**src/rtl/dpb_stream_pkg.sv**
```systemverilog
// dpb_stream_pkg: shared constants and state encoding for the DPB byte-stream
// reader.
//   RAM_BYTES   : size of the dual-port block RAM in bytes
//   DPB_ADDR_W  : default RAM address width
//   DPB_DATA_W  : default RAM and stream data width
//   state_t     : reader FSM states
package dpb_stream_pkg;

   localparam int RAM_BYTES  = 4096;
   localparam int DPB_ADDR_W = $clog2(RAM_BYTES);
   localparam int DPB_DATA_W = 8;

   typedef enum logic [1:0] {
      IDLE  = 2'd0,
      RUN   = 2'd1,
      DRAIN = 2'd2
   } state_t;

endpackage

```
**src/rtl/dpb_stream_fifo.sv**
```systemverilog
// dpb_stream_fifo: small shift-style synchronous FIFO whose head entry is the
// output register, so valid and dout come straight from flops.
//   clk, resetn : clock, asynchronous active-low reset
//   flush       : drop all entries (wins over push)
//   push, din   : write one entry; caller guarantees the FIFO is not full
//                 unless a pop happens in the same cycle
//   pop         : consume the head entry (only while valid)
//   valid, dout : head entry
//   count       : number of stored entries
module dpb_stream_fifo #(
   parameter int DATA_W = 8,
   parameter int DEPTH  = 2,
   localparam int CW    = $clog2(DEPTH + 1)
) (
   input  logic              clk,
   input  logic              resetn,
   input  logic              flush,
   input  logic              push,
   input  logic [DATA_W-1:0] din,
   input  logic              pop,
   output logic              valid,
   output logic [DATA_W-1:0] dout,
   output logic [CW-1:0]     count
);

   logic [DEPTH-1:0][DATA_W-1:0] mem, mem_n;
   logic [CW-1:0]                count_n, wr_idx;

   always_comb begin
      // The write slot sits after the surviving entries, so a pop in the same
      // cycle moves it one place toward the head.
      wr_idx  = count - CW'(pop);
      count_n = count + CW'(push) - CW'(pop);
      mem_n   = mem;
      if (pop)
         for (int i = 0; i < DEPTH - 1; i++) mem_n[i] = mem[i+1];
      if (push)
         for (int i = 0; i < DEPTH; i++)
            if (CW'(i) == wr_idx) mem_n[i] = din;
   end

   always_ff @(posedge clk or negedge resetn) begin
      if (!resetn) begin
         mem   <= '0;
         count <= '0;
         valid <= 1'b0;
      end else if (flush) begin
         count <= '0;
         valid <= 1'b0;
      end else begin
         mem   <= mem_n;
         count <= count_n;
         valid <= (count_n != '0);
      end
   end

   assign dout = mem[0];

endmodule

```
**src/rtl/dpb_stream_reader.sv**
```systemverilog
// dpb_stream_reader: streams a contiguous byte range out of RAM port A as a
// valid/ready byte stream. Reads are issued only when a FIFO slot is
// guaranteed for the returning byte, which hides the one-cycle RAM latency
// and keeps one byte per clock under continuous m_ready.
//   clk, resetn                 : clock (shared with RAM clka), async low reset
//   start, base_addr, length    : request, sampled only in IDLE
//   abort                       : cancel any transfer, no done pulse
//   busy, done                  : status; done pulses after the final handshake
//   ram_ce/oce/wre/ad, ram_dout : RAM port A
//   m_valid, m_data, m_ready    : output byte stream
module dpb_stream_reader
   import dpb_stream_pkg::*;
#(
   parameter int ADDR_W = DPB_ADDR_W,
   parameter int DATA_W = DPB_DATA_W,
   parameter int DEPTH  = 2
) (
   input  logic              clk,
   input  logic              resetn,
   input  logic              start,
   input  logic [ADDR_W-1:0] base_addr,
   input  logic [ADDR_W:0]   length,
   input  logic              abort,
   output logic              busy,
   output logic              done,
   output logic              ram_ce,
   output logic              ram_oce,
   output logic              ram_wre,
   output logic [ADDR_W-1:0] ram_ad,
   input  logic [DATA_W-1:0] ram_dout,
   output logic              m_valid,
   output logic [DATA_W-1:0] m_data,
   input  logic              m_ready
);

   localparam int CW = $clog2(DEPTH + 1);

   state_t            state;
   logic [ADDR_W-1:0] addr;
   logic [ADDR_W:0]   issue_left, recv_left;
   logic              inflight;
   logic              pop, last_pop;
   logic [CW-1:0]     fifo_count;
   logic [CW:0]       credit;

   assign pop      = m_valid & m_ready;
   assign last_pop = pop && (recv_left == (ADDR_W+1)'(1));

   // Occupancy the FIFO will have after this edge, before any new issue.
   // pop implies fifo_count >= 1, so this never underflows.
   assign credit = {1'b0, fifo_count} + (CW+1)'(inflight) - (CW+1)'(pop);

   // Gating with abort keeps inflight clear on the cycle the FIFO flushes.
   assign ram_ce  = (state == RUN) && (issue_left != '0) && !abort &&
                    (credit < (CW+1)'(DEPTH));
   assign ram_ad  = addr;
   assign ram_oce = 1'b1;
   assign ram_wre = 1'b0;
   assign busy    = (state != IDLE);

   always_ff @(posedge clk or negedge resetn) begin
      if (!resetn) begin
         state      <= IDLE;
         addr       <= '0;
         issue_left <= '0;
         recv_left  <= '0;
         inflight   <= 1'b0;
         done       <= 1'b0;
      end else begin
         done     <= 1'b0;
         inflight <= ram_ce;
         if (abort) begin
            state <= IDLE;
         end else begin
            case (state)
               IDLE: begin
                  if (start) begin
                     if (length == '0) begin
                        done <= 1'b1;
                     end else begin
                        state      <= RUN;
                        addr       <= base_addr;
                        issue_left <= length;
                        recv_left  <= length;
                     end
                  end
               end
               RUN, DRAIN: begin
                  if (ram_ce) begin
                     addr       <= addr + 1'b1;   // wraps modulo RAM size
                     issue_left <= issue_left - 1'b1;
                  end
                  if (pop) recv_left <= recv_left - 1'b1;
                  if (last_pop) begin
                     state <= IDLE;
                     done  <= 1'b1;
                  end else if (state == RUN && ram_ce &&
                               issue_left == (ADDR_W+1)'(1)) begin
                     state <= DRAIN;
                  end
               end
               default: state <= IDLE;
            endcase
         end
      end
   end

   dpb_stream_fifo #(
      .DATA_W (DATA_W),
      .DEPTH  (DEPTH)
   ) u_fifo (
      .clk    (clk),
      .resetn (resetn),
      .flush  (abort),
      .push   (inflight),
      .din    (ram_dout),
      .pop    (pop),
      .valid  (m_valid),
      .dout   (m_data),
      .count  (fifo_count)
   );

endmodule

```
**config.mk**
```make
export PLATFORM = sky130hd
export DESIGN_NAME = dpb_stream_reader
export DESIGN_NICKNAME = d
export VERILOG_FILES = /design/src/rtl/dpb_stream_pkg.sv /design/src/rtl/dpb_stream_fifo.sv /design/src/rtl/dpb_stream_reader.sv
export SDC_FILE = /design/constraint.sdc
export NUM_CORES = 1
export LEC_CHECK = 0
export ABC_AREA = 1
export CORE_MARGIN = 3
export CORE_UTILIZATION = 30
export CTS_BUF_LIST = sky130_fd_sc_hd__clkbuf_4 sky130_fd_sc_hd__clkbuf_8
export CTS_CLUSTER_DIAMETER = 80
export DETAILED_ROUTE_END_ITERATION = 8
export SYNTH_ARGS = -nofsm -noshare
export SYNTH_HDL_FRONTEND = slang
export SYNTH_SLANG_ARGS = --single-unit
```
**constraint.sdc**
```tcl
create_clock -name clk -period 3.3 [get_ports clk]
set_clock_uncertainty 0.1 [all_clocks]
set_input_delay 0.33 -clock clk [delete_from_list [all_inputs] [get_ports clk]]
set_output_delay 0.33 -clock clk [all_outputs]
set_load 0.1 [all_outputs]
```
==> metrics.cfg <==
[floorplan]
die_x_um = 123
die_area_um2 = 15100
io_pins = 64
rows = 42
floorplan.initialDensity_pct = 30.8
core_area_um2 = 13300
die_y_um = 123

[sta]
finalCritPeriodShare_pct = 93.7
maxClockFrequency_mhz = 323
tightestPinTransition_ns = 0.996
setup_viol = 0
slew_violations = 0
report.final.hold_viol_count = 0
finalSetupTns_ns = 0
hold-worst-slack_ns = 0.00590
relSlewSlack_pct = 33.4
grt_setup_unrepaired = no
timing.final.crit_period_ns = 3.09

[cells_and_area]
area_growth_pct = 22.1
num_antenna_cells = 0
fillers = 1395
stdcell_area_um2 = 5000
final_common_cell = nand2_1
most-common-layout-cells = nand2_1, nor2_1, dfrtp_1
numnets_final = 713
finish.cell_count_without_fillers = 840
post_route_cells_drive_above_1_share_pct = 8.58
multi_input_area_um2 = 2160
final-seq-area_um2 = 1530

[detailed_routing]
routedWlPerCell_um = 12.5
post_drt_via_cell_ratio = 4.71
final_antenna_net_count = 0
pre_antenna_drt_iters = 5
dr_total_vias = 3956
number_of_drc_markers_in_iteration_0 = 256
wirelength_um = 10500
remaining_drc_errors = 0

[status]
run_status = finished clean

[global_routing]
globalRouteTotalUtil_pct = 14.7
globalRouteOverflowTotal = 0
pin_count_of_the_biggest_net_entering_global_routing = 38
initial_antenna_violation_count = 0
first_global_vias = 3769
grt_first_pass_wirelength_um = 17600

[synthesis]
yosys.area_share.adder_pct = 3.85
post_synth_xor_area_fraction_pct = 1.28
synth_cell_type_count = 37
synthSimpleGateAreaFrac_pct = 38.5
seq_area_frac_synth_pct = 37.3
synth-compound-area-share_pct = 9.05
fraction_of_synthesized_area_in_multiplexers_pct = 0
postSynthAreaPerCell_um2 = 6.76
synth_top_family_by_area = simple AND/OR/NAND/NOR gates
yosys_register_bits = 61
postSynthNetCount = 655
yosysWarningCount = 0
post_synth_inst_count = 605
mappedNetlistArea_um2 = 4090

[placement]
post_detailed_placement_half_perimeter_wirelength_um = 7750
placedInstanceArea_um2 = 4830
numPortBuffers = 61
gpl.final_weighted_congestion = 0.848
place_inst = 826

[setup_path]
worst-endpoint-arrival_ns = 2.66
highest_cell_delay_on_the_worst_timing_path_ns = 0.53
start_kind = input pin
slowest_stage = clkdlybuf4s50_1
cpLargestDelayFamily = buffers and inverters
timing_worst_setup_path_type = input pin to output port
critical_path.n_buffers_inverters = 6
crit_fanout = 5
timing.critical_path.cells = clkdlybuf4s50_1 -> nand2_4 -> nor2_4 -> inv_2 -> and2_4 -> clkinv_4 -> ha_1 -> inv_1 -> fa_1 -> nand3_1 -> nor2_1 -> nand2_1 -> clkinvlp_4 -> buf_12
timing.critical_path.required_ns = 2.87
worstSetupEndpointType = output port

[clocking]
worstSkewPairLatency_ns = 0.34
cts.root.buffer_cell = clkbuf_8
tritoncts = yes
cts_repair_resize_count = 0
ctsLongestPathBuffers = 2
tritoncts.num_buffers = 9
cts_max_level = 3
clock_transition_time_at_the_flip_flop_clock_pins_of_the_worst_setup_and_hold_paths_ns = 0.06
cts_num_sinks = 61

[power]
vdd_ir_drop_max_mv = 0.458
total_power_mw = 5.44
p_leak_nw = 2.48
cellPowerDensity_nw_per_um2 = 1090

[flow_run]
timing.max_cap.violations = 0

[worst_hold_path]
hp-class = input pin to asynchronous set/reset pin

## power breakdown
| group | internal [mW] | switching [mW] | total, mW |
|---|---|---|---|
| clock network | 0.293 | 0.268 | 0.562 |
| registers | 1.09 | 0.323 | 1.42 |
| logic | 1.02 | 2.44 | 3.46 |
## through the flow
| step | util, % | setup slack [ns] |
|---|---|---|
| 6_report | 37.6 | 0.207 |
| 5_1_grt | 37.6 | 0.0237 |
| 4_1_cts | 37.5 | 0.145 |
| 3_5_place_dp | 36.3 | 0.0773 |
| 3_3_place_gp | 36.3 | 0.118 |
| 2_1_floorplan | - | 0.150 |
## sequential cells by signal, summed over array words and instances (netlist names)
signal	cells
issue_left	13
recv_left	13
ram_ad	12
u_fifo.dout	8
u_fifo.mem	8
state	2
u_fifo.count	2
done	1
inflight	1
u_fifo.valid	1
## routing by layer
metal,vias up,part of all wire (%),global-route usage [%]
met3,23,6.2,3.92
met5,-,0,0
met2,115,46,23.4
met1,1821,46,18.9
met4,0,2.6,5.67
li1,1997,-,-
## final timing paths
path | start | end | slack [ns] | cells after the start
worst min register to register | state[1]$_DFFE_PN0P_ | state[1]$_DFFE_PN0P_ | 0.41 | 2
worst min-delay path | resetn | u_fifo.mem[14]$_DFFE_PN0P_ | 0.006 | 1
worst max-delay path | m_ready | ram_ce | 0.21 | 14
max in group asynchronous | resetn | issue_left[3]$_DFFE_PN0P_ | 2.24 | 2
worst max register to register | u_fifo.valid$_DFF_PN0_ | ram_ad[8]$_DFFE_PN0P_ | 0.55 | 17
min in group clk | state[1]$_DFFE_PN0P_ | state[1]$_DFFE_PN0P_ | 0.41 | 2
## logic make-up after synthesis
family          after synthesis
xor+xnor                      6
flops                        61
other cells                   2
fa+ha+maj                    12
buf+inv                      84
simple gates                374
compound gates               66
## repair_timing
action,4_1_cts,5_1_grt
endpoints found under the setup margin,0,1
buffers inserted,0,2
hold buffers,0,0
## area by class of cell
class                   instances  area share, %
multi-input cells             460           43.3
flip-flops and latches         61           30.6
repair buffers                 75           14.3
well taps                     176           4.41
inverters                      56           4.38
clock buffers                  12           3.05
## cell usage after synthesis
cell type / n / area share [%]
a21boi_0: 1 / 0.18
or2_2: 2 / 0.31
nor2_4: 1 / 0.28
nand4_1: 7 / 1.1
nor3_1: 2 / 0.24
ha_1: 11 / 3.4
clkinv_1: 1 / 0.092
inv_2: 3 / 0.28
buf_4: 13 / 2.4
xnor2_1: 4 / 0.86
o211ai_1: 1 / 0.18
conb_1: 2 / 0.18
a21oi_2: 8 / 1.7
nand2_4: 3 / 0.83
xor2_1: 2 / 0.43
nor2_1: 65 / 6.0
nand3_4: 1 / 0.43
dfrtp_1: 61 / 37
nand2_1: 234 / 21
nand2_2: 1 / 0.15
clkinv_4: 1 / 0.21
nor2_2: 4 / 0.61
or2_1: 1 / 0.15
a21oi_1: 28 / 3.4
o21bai_1: 1 / 0.18
nor3b_1: 1 / 0.18
a21o_1: 1 / 0.18
buf_6: 4 / 1.1
fa_1: 1 / 0.49
clkbuf_1: 8 / 0.73
o21ai_0: 25 / 3.1
buf_2: 3 / 0.37
and2_4: 1 / 0.21
o21ai_1: 1 / 0.12
inv_1: 51 / 4.7
nand3_1: 45 / 5.5
nand3b_1: 6 / 1.1
No activity file was read; power rests on OpenSTA's default activity.
